### config.mk
export PLATFORM = sky130hd
export DESIGN_NAME = uctl_linestatemonitor
export DESIGN_NICKNAME = d
export VERILOG_FILES = /design/src/rtl/uctl_linestatemonitor.sv
export SDC_FILE = /design/constraint.sdc
export NUM_CORES = 1
export LEC_CHECK = 0
export CAP_MARGIN = 20
export CORE_AREA = 10 10 88 90
export DETAILED_ROUTE_END_ITERATION = 8
export DIE_AREA = 0 0 98 100
export GPL_ROUTABILITY_DRIVEN = 0
export PLACE_DENSITY = 0.74
export SKIP_LAST_GASP = 1
export SYNTH_ARGS = -nofsm -noshare
export SYNTH_HDL_FRONTEND = slang
export SYNTH_SLANG_ARGS = --single-unit
### constraint.sdc
create_clock -name aon_clk -period 6.5 [get_ports aon_clk]
set_input_delay 0.65 -clock aon_clk [delete_from_list [all_inputs] [get_ports aon_clk]]
set_output_delay 0.65 -clock aon_clk [all_outputs]
set_load 0.01 [all_outputs]
### src/rtl/uctl_linestatemonitor.sv
// USB line state monitor: times qualified line conditions from the glitch filter
// and reports bus reset, suspend and resume to the link/power controller.
module uctl_linestatemonitor #(
  parameter int unsigned CNTR_WD = 20
) (
  input  logic               aon_clk,
  input  logic               aon_rst_n,
  input  logic               sw_rst,
  input  logic [1:0]         line_state,
  input  logic               stable,
  input  logic [CNTR_WD-1:0] se0_time,
  input  logic [CNTR_WD-1:0] idle_time,
  input  logic [CNTR_WD-1:0] k_time,
  output logic               bus_reset,
  output logic               suspend_det,
  output logic               resume_det,
  output logic [2:0]         lm_state
);

  localparam logic [1:0] LsSe0 = 2'b00;
  localparam logic [1:0] LsK   = 2'b01;
  localparam logic [1:0] LsJ   = 2'b10;

  typedef enum logic [2:0] {
    StActive     = 3'd0,
    StSe0Wait    = 3'd1,
    StRstHold    = 3'd2,
    StIdleWait   = 3'd3,
    StSuspend    = 3'd4,
    StResumeWait = 3'd5
  } state_e;

  state_e             state_q, state_d;
  logic [CNTR_WD-1:0] cnt_q, cnt_d;
  logic               bus_reset_q, bus_reset_d;
  logic               suspend_q, suspend_d;
  logic               resume_q, resume_d;
  logic               cnt_inc;

  logic q_se0, q_j, q_k, q_non_se0, cnt_sat;

  assign q_se0     = stable && (line_state == LsSe0);
  assign q_j       = stable && (line_state == LsJ);
  assign q_k       = stable && (line_state == LsK);
  assign q_non_se0 = stable && (line_state != LsSe0);
  assign cnt_sat   = &cnt_q;

  // Next-state, event and duration-counter logic.
  always_comb begin
    state_d     = state_q;
    bus_reset_d = 1'b0;
    resume_d    = 1'b0;
    suspend_d   = suspend_q;
    cnt_inc     = 1'b0;

    unique case (state_q)
      StActive: begin
        if (q_se0) begin
          state_d = StSe0Wait;
        end else if (q_j) begin
          state_d = StIdleWait;
        end
      end
      StSe0Wait: begin
        if (!q_se0) begin
          // SE0 ended early; any activity also ends a suspend that led here.
          state_d   = StActive;
          suspend_d = 1'b0;
        end else if ((se0_time != '0) && (cnt_q == se0_time)) begin
          state_d     = StRstHold;
          bus_reset_d = 1'b1;
          suspend_d   = 1'b0;
        end else begin
          cnt_inc = 1'b1;
        end
      end
      StRstHold: begin
        if (q_non_se0) begin
          state_d = StActive;
        end
      end
      StIdleWait: begin
        if (!q_j) begin
          state_d = StActive;
        end else if ((idle_time != '0) && (cnt_q == idle_time)) begin
          state_d   = StSuspend;
          suspend_d = 1'b1;
        end else begin
          cnt_inc = 1'b1;
        end
      end
      StSuspend: begin
        if (q_k) begin
          state_d = StResumeWait;
        end else if (q_se0) begin
          state_d = StSe0Wait;
        end
      end
      StResumeWait: begin
        if (!q_k) begin
          state_d = StSuspend;
        end else if ((k_time != '0) && (cnt_q == k_time)) begin
          state_d   = StActive;
          resume_d  = 1'b1;
          suspend_d = 1'b0;
        end else begin
          cnt_inc = 1'b1;
        end
      end
      default: begin
        state_d   = StActive;
        suspend_d = 1'b0;
      end
    endcase

    // Counter restarts on every transition and saturates instead of wrapping.
    if (state_d != state_q) begin
      cnt_d = '0;
    end else if (cnt_inc && !cnt_sat) begin
      cnt_d = cnt_q + 1'b1;
    end else begin
      cnt_d = cnt_q;
    end
  end

  // State, counter and registered outputs; sw_rst overrides everything.
  always_ff @(posedge aon_clk or negedge aon_rst_n) begin
    if (!aon_rst_n) begin
      state_q     <= StActive;
      cnt_q       <= '0;
      bus_reset_q <= 1'b0;
      suspend_q   <= 1'b0;
      resume_q    <= 1'b0;
    end else if (sw_rst) begin
      state_q     <= StActive;
      cnt_q       <= '0;
      bus_reset_q <= 1'b0;
      suspend_q   <= 1'b0;
      resume_q    <= 1'b0;
    end else begin
      state_q     <= state_d;
      cnt_q       <= cnt_d;
      bus_reset_q <= bus_reset_d;
      suspend_q   <= suspend_d;
      resume_q    <= resume_d;
    end
  end

  assign bus_reset   = bus_reset_q;
  assign suspend_det = suspend_q;
  assign resume_det  = resume_q;
  assign lm_state    = state_q;

endmodule

### Word level (Yosys, flattened, before mapping)

Index checks and enable logic that the tools add are counted.

| operators by class | value |
|---|---|
| $add $sub $neg | 1 |
| equality and inequality tests | 17 |
| muxes and demuxes | 39 |
| reductions and logical operators | 19 |

Operators by type and width:

| operator | number |
|---|---|
| 20-bit equality test | 3 |
| 20-bit 2-to-1 mux | 3 |
| 20-bit nonzero test | 3 |
| 3-bit 2-to-1 mux | 12 |
| 1-bit 2-to-1 mux | 21 |
| 20-bit by 1-bit adder with 20-bit output, second input constant | 1 |
| 20-bit AND reduction | 1 |
| 3-bit case mux with 6 select lines | 1 |
| 3-bit inequality test, second input constant | 4 |
| 1-bit logical AND | 8 |
| 3-bit by 2-bit equality test with 1-bit output, second input constant | 2 |
| 3-bit equality test, second input constant | 2 |
| 6-bit AND reduction | 1 |
| 4-bit inequality test, second input constant | 1 |
| 1-bit case mux with 4 select lines | 1 |
| 3-bit by 1-bit equality test with 1-bit output, second input constant | 1 |
| 3-bit logical NOT | 1 |
| 3-bit inequality test | 1 |
| 1-bit case mux with 3 select lines | 1 |
| 3-bit nonzero test | 1 |
| 3-bit OR reduction | 1 |
| 2-bit by 1-bit equality test with 1-bit output, second input constant | 1 |
| 2-bit equality test, second input constant | 1 |
| 2-bit logical NOT | 1 |
| other kinds (3) | 3 |

| storage, ports and cells | value |
|---|---|
| register bits | 26 |
| bits of input ports | 66 |

### Depth between registers and ports, before layout

| logic depth | value |
|---|---|
| word-level depth | 9 |
| mapped depth | 10 |

### Worst setup path before layout

No wires, ideal clock.

| timing | value |
|---|---|
| path kind | input to register |
| from | input se0_time[12] |
| to | register cnt_q[18] |
| library setup time | 0.134 ns |
| arrival | 2.297 ns |
| required time | 6.366 ns |
| slack | 4.069 ns |
| stages on the path | 8 |
| buffers on the path | 1 |
| cells stage by stage | xor2_1 nor4_2 nand4b_1 or3_1 or4_4 nand4b_2 buf_6 a21oi_1 |

| between the ends | value |
|---|---|
| cells in the longest elaborated chain, start to end | 8 |

Ends and longest elaborated chain:

| element | line | RTL |
|---|---|---|
| start, declared | 11 | `input logic [CNTR_WD-1:0] se0_time,` |
| 20-bit equality test / 20-bit nonzero test (equally long branches) | 69 | `end else if ((se0_time != '0) && (cnt_q == se0_time)) begin` |
| 1-bit logical AND (*) | 69 |  |
| 3-bit 2-to-1 mux | 69 |  |
| 3-bit 2-to-1 mux | 65 | `if (!q_se0) begin` |
| 3-bit case mux with 6 select lines | 56 | `unique case (state_q)` |
| 3-bit inequality test | 117 | `if (state_d != state_q) begin` |
| 20-bit 2-to-1 mux | 117 |  |
| 20-bit 2-to-1 mux | 134 | `end else if (sw_rst) begin` |
| end signal, assigned | 142 | `cnt_q <= cnt_d;` |
| end, declared | 34 | `logic [CNTR_WD-1:0] cnt_q, cnt_d;` |

Mark *: on every way between the ends. The rest lies on a longest branch, timed or not.
A chain may end at the register's enable or synchronous reset.

### Worst setup path in the final report

| timing | value |
|---|---|
| from | input k_time[9] |
| to | register cnt_q[12] |

| between the ends | value |
|---|---|
| cells in the longest elaborated chain, start to end | 8 |

Ends and longest elaborated chain:

| element | line | RTL |
|---|---|---|
| start, declared | 13 | `input logic [CNTR_WD-1:0] k_time,` |
| 20-bit equality test / 20-bit nonzero test (equally long branches) | 102 | `end else if ((k_time != '0) && (cnt_q == k_time)) begin` |
| 1-bit logical AND (*) | 102 |  |
| 3-bit 2-to-1 mux | 102 |  |
| 3-bit 2-to-1 mux | 100 | `if (!q_k) begin` |
| 3-bit case mux with 6 select lines | 56 |  |
| 3-bit inequality test | 117 |  |
| 20-bit 2-to-1 mux | 117 |  |
| 20-bit 2-to-1 mux | 134 |  |

Marks and branches as above.

==> results.yml <==
layout:
  num-fill-cells: 568
  final_common_cell: "clkdlybuf4s50_1"
  num_antenna_cells: 0
  drive_gt1_frac: 0.0474
  final_cell_mix: "clkdlybuf4s50_1 (71), xor2_1 (59), nor4_1 (34), dfrtp_1 (26), a21oi_1 (23)"
  finalNetCount: 427
  area_growth_pct: 24.9
yosys:
  yosysUniqueCellTypes: 48
  ys_ff_latch: 26
  async_flop_share: 1.00
  synth_edf_count: 0
  synth_flop_cell: "dfrtp_1"
  synth.avg_cell_area_um2: 8.27
  ys_seq_area_frac: 0.248
  synth_area_um2: 2620
  netlist_instances: 317
  yosysTopAreaCell: "dfrtp_1"
  yosysWarnings: 0
  syn_nets: 384
  synth_top_area_frac: 0.248
  synth_area_leaders: "dfrtp_1 (25%), xor2_1 (20%), nor4_1 (8.1%)"
global_route:
  track_usage: 0.183
  overflow: 0
  grt_pass1_wl_um: 14800
  grt_max_degree: 42
  antenna_found_initial: 0
  grt_pass1_vias: 2675
cts:
  clk_latency_ps: 270
  cts_setup_buffers: 0
  cts_resized: 0
  cts_sinks: 26
  clk_pin_slew_ps: 90
  hold_buffers: 0
  h-tree-depth: 1
  clk_path_buf_depth: 2
  cts_tree: "yes"
  cts_buffers: 3
  clockRootBuffer: "clkbuf_8"
sta:
  setup-tns-final_ps: 0
  report.final.slew_viol_count: 0
  min_period_over_period: 0.510
  period_minus_slack_ps: 3320
  setup_ws_ps: 3180
  tightest_slew_ps: 919
  skew_ps: 4.75
  hold_viol: 0
  relSlewSlack: 0.386
  finalSetupViolCount: 0
  rsz0062_at_grt: "no"
  fmax_mhz: 302
floorplan:
  die_w_um: 98
  num_io_pins: 72
  std_cell_rows: 29
  dieArea_um2: 9800
  die_y_um: 100
  core_um2: 6130
  start_util: 0.427
drt:
  drc: 0
  wl_per_cell_um: 21.4
  first_pass_iters: 4
  vias_per_cell: 6.16
  wirelength_um: 9330
  drt_iter0_drc: 319
  drtAntennaViolNets: 0
  routed-via-count: 2686
min_path:
  holdPathStages: 1
  min_to: "suspend_det"
  hold_path.class: "reg -> reg"
  holdCritStartpoint: "suspend_det"
power:
  power_frac_clock: 0.295
  leakagePower_uw: 0.00124
  peakVddDrop_uv: 54.6
  pwr_density_cell_nw_per_um2: 111
  p_int_uw: 266
  netSwitchingFraction: 0.268
  comb_power_share: 0.254
  p_seq_frac: 0.450
  switchingPower_uw: 97.5
outcome:
  status: "finished, final reports clean"
critical_path:
  worstPathArrival_ps: 3500
  reg2reg_slack_ps: 3500
  r2r-start: "cnt_q[0]"
  r2r-end: "cnt_q[12]"
  critPathCaptureType: "register"
  cp_data_required_time_ps: 6690
  worstPathMaxFanout: 22
  r2r_cells: 7
  worstSetupPathType: "in -> reg"
  worstSetupStartpointType: "primary input"
placement:
  dp_worst_setup_slack_ps: 2820
  hpwl_um: 6960
  io_buffer_count: 71
run:
  maxCapViolCount: 0
layer usage:
metal,vias to the layer above,share of wire,GRT usage
met5,-,0,0
met3,15,0.089,0.0378
li1,1268,-,-
met4,0,0.027,0.0682
met2,139,0.44,0.280
met1,1264,0.44,0.247
per-stage QoR:
step | cell area (um2) | hold WS (ps) | utilization | total power, uW | instances
2_1_floorplan | 2620 | 354 | - | 199 | 317
3_3_place_gp | 3200 | 564 | 0.523 | 257 | 431
3_5_place_dp | 3200 | 589 | 0.523 | 257 | 431
4_1_cts | 3260 | 613 | 0.532 | 364 | 435
5_1_grt | 3270 | 625 | 0.534 | 379 | 436
6_report | 3270 | 609 | 0.534 | 363 | 436
worst max path at each step:
stage / start / end / slack [ps] / cells after the start
CTS: k_time[9] / cnt_q[12] / 3110 / 8
detailed placement: k_time[9] / cnt_q[12] / 2820 / 8
finish: k_time[9] / cnt_q[12] / 3180 / 9
floorplan: se0_time[12] / cnt_q[18] / 4070 / 8
global placement: k_time[13] / cnt_q[12] / 2970 / 8
global route: k_time[9] / cnt_q[12] / 2920 / 9
sequential cells by signal, summed over array words and instances (netlist names):
| register | count |
|---|---|
| bus_reset | 1 |
| cnt_q | 20 |
| suspend_det | 1 |
| lm_state | 3 |
| resume_det | 1 |
cell usage after synthesis (all sizes together), types with 2 or more instances:
cell type,count
or4,17
nor2b,2
a21oi,24
and4,3
buf,25
and2,2
or3,5
o41ai,2
o31ai,15
nand3,18
nand4,5
o211ai,2
xor2,59
nor2,10
and3,8
o21ai,6
clkbuf,10
nor3,5
nand4b,4
dfrtp,26
nor4,35
nor4b,3
nand2,16
inv,3
final cells by class:
class                           instances  area [um2]  share of cell area
Sequential cell                        26         651               0.199
Inverter                                3        11.3             0.00344
Multi-Input combinational cell        253        1730               0.528
Timing Repair Buffer                   73         733               0.224
Tap cell                               77        96.3              0.0294
Clock buffer                            4        55.1              0.0168
logic make-up (layout without fill, tap and decap cells):
kind of cell | Yosys count | after routing | share of synthesized area
AND/OR/NAND/NOR | 136 | 136 | 0.316
flip-flops | 26 | 26 | 0.248
adder cells (fa/ha/maj) | 1 | 1 | 0.00477
buffers and inverters | 38 | 80 | 0.0926
AO/OA/AOI/OAI | 56 | 56 | 0.138
XOR/XNOR | 60 | 60 | 0.200
worst max-delay path: stages:
cell and delay [ps]:
clkdlybuf4s50_1 450, nor4_1 330, nand3_1 170, o211ai_1 300
o21ai_0 150, and3_1 390, buf_8 250, or4_2 640
a21oi_1 170
power groups by stage:
stage | sequential (uW) | combinational [uW] | clock [uW]
after CTS | 164 | 91.5 | 109
after floorplan | 166 | 33.2 | 0
final | 164 | 92.4 | 107
after global routing | 164 | 98.5 | 117
after detailed placement | 167 | 90.4 | 0
after global placement | 167 | 90.0 | 0
Note: power is estimated with default switching activity, not from simulation.
